<file path="config.mk">
export PLATFORM = sky130hd
export DESIGN_NAME = ddr3_rw_arbiter
export DESIGN_NICKNAME = d
export VERILOG_FILES = /design/src/rtl/ddr3_rw_arbiter.sv
export SDC_FILE = /design/constraint.sdc
export NUM_CORES = 1
export LEC_CHECK = 0
export BUFFER_PORTS_ARGS = -buffer_cell sky130_fd_sc_hd__buf_4
export CAP_MARGIN = 15
export CORE_AREA = 2 2 220 222
export CTS_CLUSTER_SIZE = 16
export DETAILED_ROUTE_END_ITERATION = 10
export DIE_AREA = 0 0 222 224
export GPL_ROUTABILITY_DRIVEN = 0
export HOLD_SLACK_MARGIN = 0.05
export RECOVER_POWER = 100
export SLEW_MARGIN = 40
export SYNTH_ARGS = -nofsm -noshare
export SYNTH_HDL_FRONTEND = slang
export SYNTH_SLANG_ARGS = --single-unit
</file>
<file path="constraint.sdc">
create_clock -name ref_clk -period 2.8 [get_ports ref_clk]
set_clock_uncertainty 0.15 [all_clocks]
set_input_delay 0.28 -clock ref_clk [delete_from_list [all_inputs] [get_ports ref_clk]]
set_output_delay 0.28 -clock ref_clk [all_outputs]
set_load 0.05 [all_outputs]
</file>
<file path="src/rtl/ddr3_rw_arbiter.sv">
// ddr3_rw_arbiter
// Shares the DDR3 application interface between the frame-buffer write path
// (pixel ingress FIFO) and the read path (scan-out FIFO). It grants one
// fixed-length burst at a time and keeps a linear frame address per channel
// that wraps at MAX_ADDR. It runs entirely in the memory_clk_div4 domain.
//
// Optional feature, enabled by defining ARB_PING_PONG_EN:
//   There are two frame buffers, at base 0 and at FRAME_OFFSET. The write bank
//   toggles on every frame restart of the write path. A read frame restart
//   selects the bank that is not currently being written.
//   When ARB_PING_PONG_EN is not defined, a single buffer at base 0 is used.
module ddr3_rw_arbiter #(
  parameter int ADDR_WIDTH = 27,
  parameter int DATA_WD    = 16,
  parameter int BURST_LEN  = 64,
  parameter int MAX_ADDR   = 172800
`ifdef ARB_PING_PONG_EN
  ,
  parameter logic [ADDR_WIDTH-1:0] FRAME_OFFSET = ADDR_WIDTH'(27'h0100000)
`endif
) (
  input  logic                  ref_clk,
  input  logic                  rst,
  input  logic                  init_done,
  input  logic                  wr_load,
  input  logic                  rd_load,
  input  logic                  wr_req,
  input  logic [127:0]          wr_fifo_data,
  output logic                  wr_fifo_rd_en,
  input  logic                  rd_req,
  input  logic                  rd_urgent,
  output logic                  rd_fifo_wr_en,
  output logic [127:0]          rd_fifo_data,
  output logic [2:0]            cmd,
  output logic                  cmd_en,
  input  logic                  cmd_rdy,
  output logic [ADDR_WIDTH-1:0] addr,
  output logic [127:0]          ddr3_wr_data,
  input  logic                  ddr3_wr_rdy,
  output logic                  ddr3_wren,
  output logic                  ddr3_wr_end,
  input  logic [127:0]          ddr3_rd_data,
  input  logic                  ddr3_rd_valid,
  output logic                  busy
);

  // 128-bit beats per burst; the beat counter must hold at least one bit.
  localparam int BEATS = (BURST_LEN * DATA_WD) / 128;
  localparam int CNT_W = (BEATS > 1) ? $clog2(BEATS) : 1;
  localparam logic [CNT_W-1:0] LAST_BEAT = CNT_W'(BEATS - 1);

  localparam logic [2:0] CMD_WR = 3'b000;
  localparam logic [2:0] CMD_RD = 3'b001;

  typedef enum logic [2:0] {
    ST_IDLE,
    ST_WR_CMD,
    ST_WR_DATA,
    ST_RD_CMD,
    ST_RD_WAIT
  } state_e;

  typedef enum logic {
    GRANT_WR = 1'b0,
    GRANT_RD = 1'b1
  } grant_e;

  // This is the next burst address in a frame. It returns to 0 once the next
  // burst would start at or beyond the end of the frame.
  function automatic logic [ADDR_WIDTH-1:0] next_addr(input logic [ADDR_WIDTH-1:0] a);
    logic [ADDR_WIDTH:0] sum;
    sum = {1'b0, a} + (ADDR_WIDTH + 1)'(BURST_LEN);
    if (sum >= (ADDR_WIDTH + 1)'(MAX_ADDR)) begin
      return '0;
    end
    return sum[ADDR_WIDTH-1:0];
  endfunction

  state_e                  state_q, state_d;
  grant_e                  last_grant_q, last_grant_d;
  logic [CNT_W-1:0]        beat_q, beat_d;
  logic [ADDR_WIDTH-1:0]   wr_addr_q, wr_addr_d;
  logic [ADDR_WIDTH-1:0]   rd_addr_q, rd_addr_d;
  logic                    wr_pend_q, wr_pend_d;
  logic                    rd_pend_q, rd_pend_d;
  logic                    rd_fifo_wr_en_q;
  logic [127:0]            rd_fifo_data_q;

  logic                    wr_done, rd_done;
  logic                    wr_active, rd_active;
  logic                    wr_restart, rd_restart;
  logic [ADDR_WIDTH-1:0]   wr_base, rd_base;

`ifdef ARB_PING_PONG_EN
  logic wr_bank_q, wr_bank_d;
  logic rd_bank_q, rd_bank_d;

  assign wr_base = wr_bank_q ? FRAME_OFFSET : '0;
  assign rd_base = rd_bank_q ? FRAME_OFFSET : '0;
`else
  assign wr_base = '0;
  assign rd_base = '0;
`endif

  // A channel counts as being mid-burst from command issue until its last beat.
  assign wr_active = (state_q == ST_WR_CMD) || (state_q == ST_WR_DATA);
  assign rd_active = (state_q == ST_RD_CMD) || (state_q == ST_RD_WAIT);

  assign busy          = (state_q != ST_IDLE);
  assign rd_fifo_wr_en = rd_fifo_wr_en_q;
  assign rd_fifo_data  = rd_fifo_data_q;

  // Arbitration, burst sequencing and the DDR3 command/data strobes.
  always_comb begin
    // NOTE: every signal gets a default before the case; otherwise any path
    // that skips an assignment would infer a latch.
    state_d       = state_q;
    last_grant_d  = last_grant_q;
    beat_d        = beat_q;
    wr_done       = 1'b0;
    rd_done       = 1'b0;
    cmd           = CMD_WR;
    cmd_en        = 1'b0;
    addr          = '0;
    ddr3_wren     = 1'b0;
    ddr3_wr_end   = 1'b0;
    ddr3_wr_data  = '0;
    wr_fifo_rd_en = 1'b0;

    unique case (state_q)
      ST_IDLE: begin
        if (init_done) begin
          if (rd_urgent && rd_req) begin
            state_d      = ST_RD_CMD;
            last_grant_d = GRANT_RD;
          end else if (wr_req && rd_req) begin
            if (last_grant_q == GRANT_RD) begin
              state_d      = ST_WR_CMD;
              last_grant_d = GRANT_WR;
            end else begin
              state_d      = ST_RD_CMD;
              last_grant_d = GRANT_RD;
            end
          end else if (wr_req) begin
            state_d      = ST_WR_CMD;
            last_grant_d = GRANT_WR;
          end else if (rd_req) begin
            state_d      = ST_RD_CMD;
            last_grant_d = GRANT_RD;
          end
        end
      end

      ST_WR_CMD: begin
        cmd    = CMD_WR;
        cmd_en = 1'b1;
        addr   = wr_base + wr_addr_q;
        if (cmd_rdy) begin
          state_d = ST_WR_DATA;
        end
      end

      ST_WR_DATA: begin
        ddr3_wr_data  = wr_fifo_data;
        ddr3_wren     = ddr3_wr_rdy;
        wr_fifo_rd_en = ddr3_wr_rdy;
        if (ddr3_wr_rdy) begin
          if (beat_q == LAST_BEAT) begin
            ddr3_wr_end = 1'b1;
            wr_done     = 1'b1;
            beat_d      = '0;
            state_d     = ST_IDLE;
          end else begin
            beat_d = beat_q + 1'b1;
          end
        end
      end

      ST_RD_CMD: begin
        cmd    = CMD_RD;
        cmd_en = 1'b1;
        addr   = rd_base + rd_addr_q;
        if (cmd_rdy) begin
          state_d = ST_RD_WAIT;
        end
      end

      ST_RD_WAIT: begin
        if (ddr3_rd_valid) begin
          if (beat_q == LAST_BEAT) begin
            rd_done = 1'b1;
            beat_d  = '0;
            state_d = ST_IDLE;
          end else begin
            beat_d = beat_q + 1'b1;
          end
        end
      end

      default: state_d = ST_IDLE;
    endcase
  end

  // Frame-address bookkeeping. A load pulse outside a burst restarts the
  // address at once, so a grant in the same cycle already issues address 0.
  // A load pulse during a burst is held until that burst finishes at its
  // original address.
  always_comb begin
    wr_restart = (wr_load && !wr_active) || (wr_done && (wr_pend_q || wr_load));
    rd_restart = (rd_load && !rd_active) || (rd_done && (rd_pend_q || rd_load));

    wr_addr_d = wr_addr_q;
    if (wr_restart) begin
      wr_addr_d = '0;
    end else if (wr_done) begin
      wr_addr_d = next_addr(wr_addr_q);
    end

    rd_addr_d = rd_addr_q;
    if (rd_restart) begin
      rd_addr_d = '0;
    end else if (rd_done) begin
      rd_addr_d = next_addr(rd_addr_q);
    end

    wr_pend_d = wr_done ? 1'b0 : (wr_pend_q || (wr_load && wr_active));
    rd_pend_d = rd_done ? 1'b0 : (rd_pend_q || (rd_load && rd_active));

`ifdef ARB_PING_PONG_EN
    wr_bank_d = wr_restart ? ~wr_bank_q : wr_bank_q;
    rd_bank_d = rd_restart ? ~wr_bank_q : rd_bank_q;
`endif
  end

  // State registers, plus a one-cycle forwarding stage from DDR3 reads to the read FIFO.
  always_ff @(posedge ref_clk) begin
    // NOTE: clocked state uses non-blocking assignments only, so every
    // register samples the values from before this edge.
    if (rst) begin
      state_q         <= ST_IDLE;
      last_grant_q    <= GRANT_RD;
      beat_q          <= '0;
      wr_addr_q       <= '0;
      rd_addr_q       <= '0;
      wr_pend_q       <= 1'b0;
      rd_pend_q       <= 1'b0;
      rd_fifo_wr_en_q <= 1'b0;
      rd_fifo_data_q  <= '0;
`ifdef ARB_PING_PONG_EN
      wr_bank_q       <= 1'b0;
      rd_bank_q       <= 1'b0;
`endif
    end else begin
      state_q         <= state_d;
      last_grant_q    <= last_grant_d;
      beat_q          <= beat_d;
      wr_addr_q       <= wr_addr_d;
      rd_addr_q       <= rd_addr_d;
      wr_pend_q       <= wr_pend_d;
      rd_pend_q       <= rd_pend_d;
      rd_fifo_wr_en_q <= ddr3_rd_valid;
      rd_fifo_data_q  <= ddr3_rd_data;
`ifdef ARB_PING_PONG_EN
      wr_bank_q       <= wr_bank_d;
      rd_bank_q       <= rd_bank_d;
`endif
    end
  end

endmodule

</file>
# --- Word level (Yosys, flattened, before mapping) ---
# Index checks and enable logic that the tools add are counted.
word_totals:
  register_bits: 192
  output_inout_bits: 292
op_classes:
  add_sub_neg: 3
  n_lt_le_gt_ge: 2
  eq_ne: 11
  mux: 41
  n_reduce_logical: 30
op_table:
  columns: ["cell", "n"]
  rows:
  - ["$mux 128", 1]
  - ["$mux 27", 4]
  - ["$add 27x7->28 const B", 2]
  - ["$ge 28x18->1 const B", 2]
  - ["$pmux 27 s2", 1]
  - ["$mux 3", 13]
  - ["$mux 1", 19]
  - ["$pmux 3 s5", 1]
  - ["$ne 2x2->1 const B", 5]
  - ["$reduce_or 2->1", 5]
  - ["$logic_and 1x1->1", 8]
  - ["$logic_or 1x1->1", 8]
  - ["$eq 3x2->1 const B", 2]
  - ["$eq 3x3->1 const B", 2]
  - ["$pmux 3 s2", 1]
  - ["$reduce_and 3->1", 2]
  - ["$reduce_and 6->1", 1]
  - ["$ne 5x5->1 const B", 1]
  - ["$reduce_bool 4->1", 1]
  - ["$add 3x1->3 const B", 1]
  - ["$eq 3x1->1 const B", 1]
  - ["$logic_not 3->1", 1]
  - ["$reduce_bool 3->1", 1]
  - ["$logic_not 1->1", 2]
  - ["other kinds (2)", 2]

# --- Longest topological paths before layout ---
depth:
  ltp_word: 8
  ltp_mapped: 10
  depth_no_buf: 9

# --- Worst setup path after synthesis ---
# OpenSTA, ideal clock, no wires.
synth_timing:
  kind: "reg2reg"
  from: "register state_q[1]"
  to: "register wr_addr_q[7]"
  setup_time_ns: 0.070
  arrival_ns: 2.376
  required_ns: 2.580
  setup_slack_ns: 0.204
  path_stages_with_launch: 10
  path_buffers: 2
  synth_period_minus_slack_ns: 2.596
  path_cell_list: "dfxtp_1 -> buf_2 -> and4bb_2 -> nand2_1 -> inv_1 -> o21ai_1 -> nor4_4 -> buf_6 -> nand3_1 -> a21boi_1"
synth_lines:
  columns: ["element", "line", "source"]
  rows:
  - ["start, declared", "79", "state_e state_q, state_d;"]
  - ["start signal, assigned", "254", "state_q <= state_d;"]
  - ["$eq 3x2->1 (*)", null, null]
  - ["$mux 1 (*)", null, null]
  - ["via ddr3_wr_end", "41", "output logic ddr3_wr_end,"]
  - ["$logic_and 1x1->1", "209", "wr_restart = (wr_load && !wr_active) || (wr_done && (wr_pend_q || wr_load));"]
  - ["$logic_or 1x1->1", "209", null]
  - ["$reduce_or 2->1 (no source line)", null, null]
  - ["end signal, assigned", "257", "wr_addr_q <= wr_addr_d;"]
  - ["end, declared", "82", "logic [ADDR_WIDTH-1:0] wr_addr_q, wr_addr_d;"]
# Mark *: on every way through the listed nets, which the timed path passes. The rest lies on a longest branch.
# A chain may end at the register's enable or synchronous reset.

# --- Final worst setup path ---
layout_timing:
  from: "register state_q[1]"
  to: "output ddr3_wr_data[32]"
layout_via:
  elab_chain_len: 2
layout_lines:
  columns: ["element", "line", "source"]
  rows:
  - ["$eq 3x2->1", "130", "unique case (state_q)"]
  - ["$mux 128", "130", null]
  - ["end, declared", "38", "output logic [127:0] ddr3_wr_data,"]
# No other way between the ends.

==> impl_metrics.ini <==
[logic_synthesis]
yosys_warnings = 0
synth_largest_area_cell = dfxtp_1
syn_inst = 869
synthTopCellsByCount = dfxtp_1, and2_1, nor2b_1, nor2_1, nand2_1
synth-edff-count = 0
syn_avg_cell_area_um2 = 8.946
ys.flop_type = dfxtp_1
synth_cell_types = 61
synth.most_common_cell = dfxtp_1
synth-async-reset-ratio_pct = 0
synth.cell_area_um2 = 7774
ys_ff_latch = 180
synth_top_area_share_pct = 46.35
seq_area_frac_synth_pct = 46.35
ys_top_cells_by_area = dfxtp_1, and2_1, nor2b_1

[placed_design]
dp_cells = 1997
dp_worst_setup_slack_ns = 0.1335
port_buffers = 550
dpl.hpwl_um = 35550
post_dp_cell_area_um2 = 12610

[clocking]
htreeDepth = 4
clk_pin_slew_worst_paths_ns = 0.08
clk_path_buf_depth = 2
cts_tree = done
postCtsSetupRepairBufs = 0
cts_buffers = 17
worstSkewPairLatency_ns = 0.47
cts-root-buf = clkbuf_16
cts_sinks = 180

[drt]
vias_per_cell = 4.086
dr.pass1.iters = 5
first_iter_violations = 594
vias = 8936
drcViolationCount = 0
ant_nets = 0
wl_um = 44030
wire_per_inst_um = 20.13

[finish]
drive_gt1_share_pct = 31.86
fillers = 5125
stdcell_area_um2 = 14040
nNetsFinal = 1821
post-route-util_pct = 29.66
area_growth_pct = 80.62
fin_cells = 2187

[sta]
final_hold_viol_count = 0
post-route-min-period_ns = 2.648
maxSlewViolCount = 0
min_period_over_period_pct = 94.58
slew_headroom_pct = 2.831
max_freq_mhz = 377.6
setup_slack_ns = 0.1517
setup_viol = 0
tightest_slew_ns = 1.458

[worst_setup_path]
arrival_ns = 2.22
crit_path_max_incr_delay_ns = 0.51
critical_path.top_delay_family = buffers and inverters
worstSetupPathType = reg2out
worstPathRequired_ns = 2.37
r2r_slack_ns = 0.15
cp_cell_sequence = inv_1 > nor3_4 > buf_4 > and2_1 > clkbuf_4
crit_fanout = 64
path_buf_inv = 3
slowest_stage = buf_4
cp-end-kind = primary output
crit_path_start_kind = flop

[grt]
first_global_vias = 8848
overflow = 0
antenna_found_initial = 37
grt_usage_pct = 17.11
grt_max_degree = 125
grt_pass1_wl_um = 60800

[floorplanning]
io_pins = 559
die-area_um2 = 49730
die_h_um = 224
die_w_um = 222
start_util_pct = 16.42
num_rows = 80
core_um2 = 47350

[job]
drv_cap = 0

[run_status]
outcome = finished clean

[pwr]
power_density_nw_per_um2 = 512.3
vdd_drop_max_v = 0.0003930
leakagePower_nw = 6.232
total_power_w = 0.007193

[hold_path]
hold_path.class = in2reg
-- registers in the layout, indices dropped and copies added, names as in the netlist --
name,cells
beat_q,3
last_grant_q,1
rd_addr_q,21
rd_fifo_data,128
rd_fifo_wr_en,1
rd_pend_q,1
state_q,3
wr_addr_q,21
wr_pend_q,1
-- stage by stage --
stage                     hold slack (ns)   TNS [ns]
after floorplan                    0.2582          0
after CTS                         0.05840          0
final                             0.06121          0
after global routing              0.05496  -0.008306
after detailed placement           0.3088          0
after global placement             0.2960          0
-- per-layer routing --
metal  track usage (%)  up-vias  share of wire, %  wire (um)
met5                 0        -              0.12         52
met4             8.457        8               3.2       1388
met3             5.666       98               7.2       3185
met2             29.21      418                51      22320
met1             19.14     4172                39      17090
li1                  -     4240                 -          -
-- where the power goes --
| group | leakage, nW | switching [W] | total [W] | internal (W) |
|---|---|---|---|---|
| clock | 0.282 | 0.00124 | 0.00243 | 0.00120 |
| combinational | 4.46 | 0.00135 | 0.00205 | 0.000697 |
| sequential | 1.49 | 0.0000428 | 0.00271 | 0.00267 |
| total | 6.23 | 0.00263 | 0.00719 | 0.00456 |
-- worst paths after layout --
path | to | from | cells past startpoint
worst min-delay path | rd_fifo_wr_en | ddr3_rd_valid | 2
worst max register to register | rd_addr_q[6] | state_q[2] | 7
worst min register to register | last_grant_q | last_grant_q | 1
worst max-delay path | ddr3_wr_data[32] | state_q[1] | 5
-- cells in the final DEF, fill, tap and decap left out, drive strengths merged, types with 3 or more instances in the layout --
cell           n
or3            4
nor2          53
or2            4
nand2         48
nor4           8
nand3b         3
buf          355
clkinv         5
a211oi         3
clkbuf       243
o2111ai       12
and2         138
a21oi         12
ha             4
dlygate4sd3  148
a31oi          8
inv           14
a21o           4
xor2           5
nor3          15
nand3         26
nand4         10
conb           8
xnor2          9
and4           6
and3          30
mux2i         25
o21ai         18
a22oi          3
dfxtp        180
diode          9
nor2b        134
-- cell families after synthesis --
family | after synthesis | share of synthesized area, %
other | 1 | 0.04824
buffers and inverters | 80 | 4.603
AOI/OAI and AO/OA | 78 | 7.114
xor gates and xnor gates | 14 | 1.577
muxes | 25 | 3.219
adders and majority gates | 4 | 0.6438
and+or+nand+nor | 487 | 36.44
DFF | 180 | 46.35
-- final cells by class --
class                      count  area (um^2)  area share [%]
timing repair buffer         728         5162           36.77
multi-input combinational    616         3867           27.54
sequential                   180         3605           25.67
tap                          615        769.5           5.480
clock buffer                  18        429.2           3.056
clock inverter                14        158.9           1.132
inverter                       7        26.28          0.1871
antenna                        9        22.52          0.1604
-- repair_timing --
action / CTS / global route
resized for setup: 1 / 4
setup endpoints to repair: 1 / 14
hold buffers: 148 / 0
cloned: 1 / 0
endpoints found under the hold margin: 134 / 0
Power figures use the tool's default switching activity.
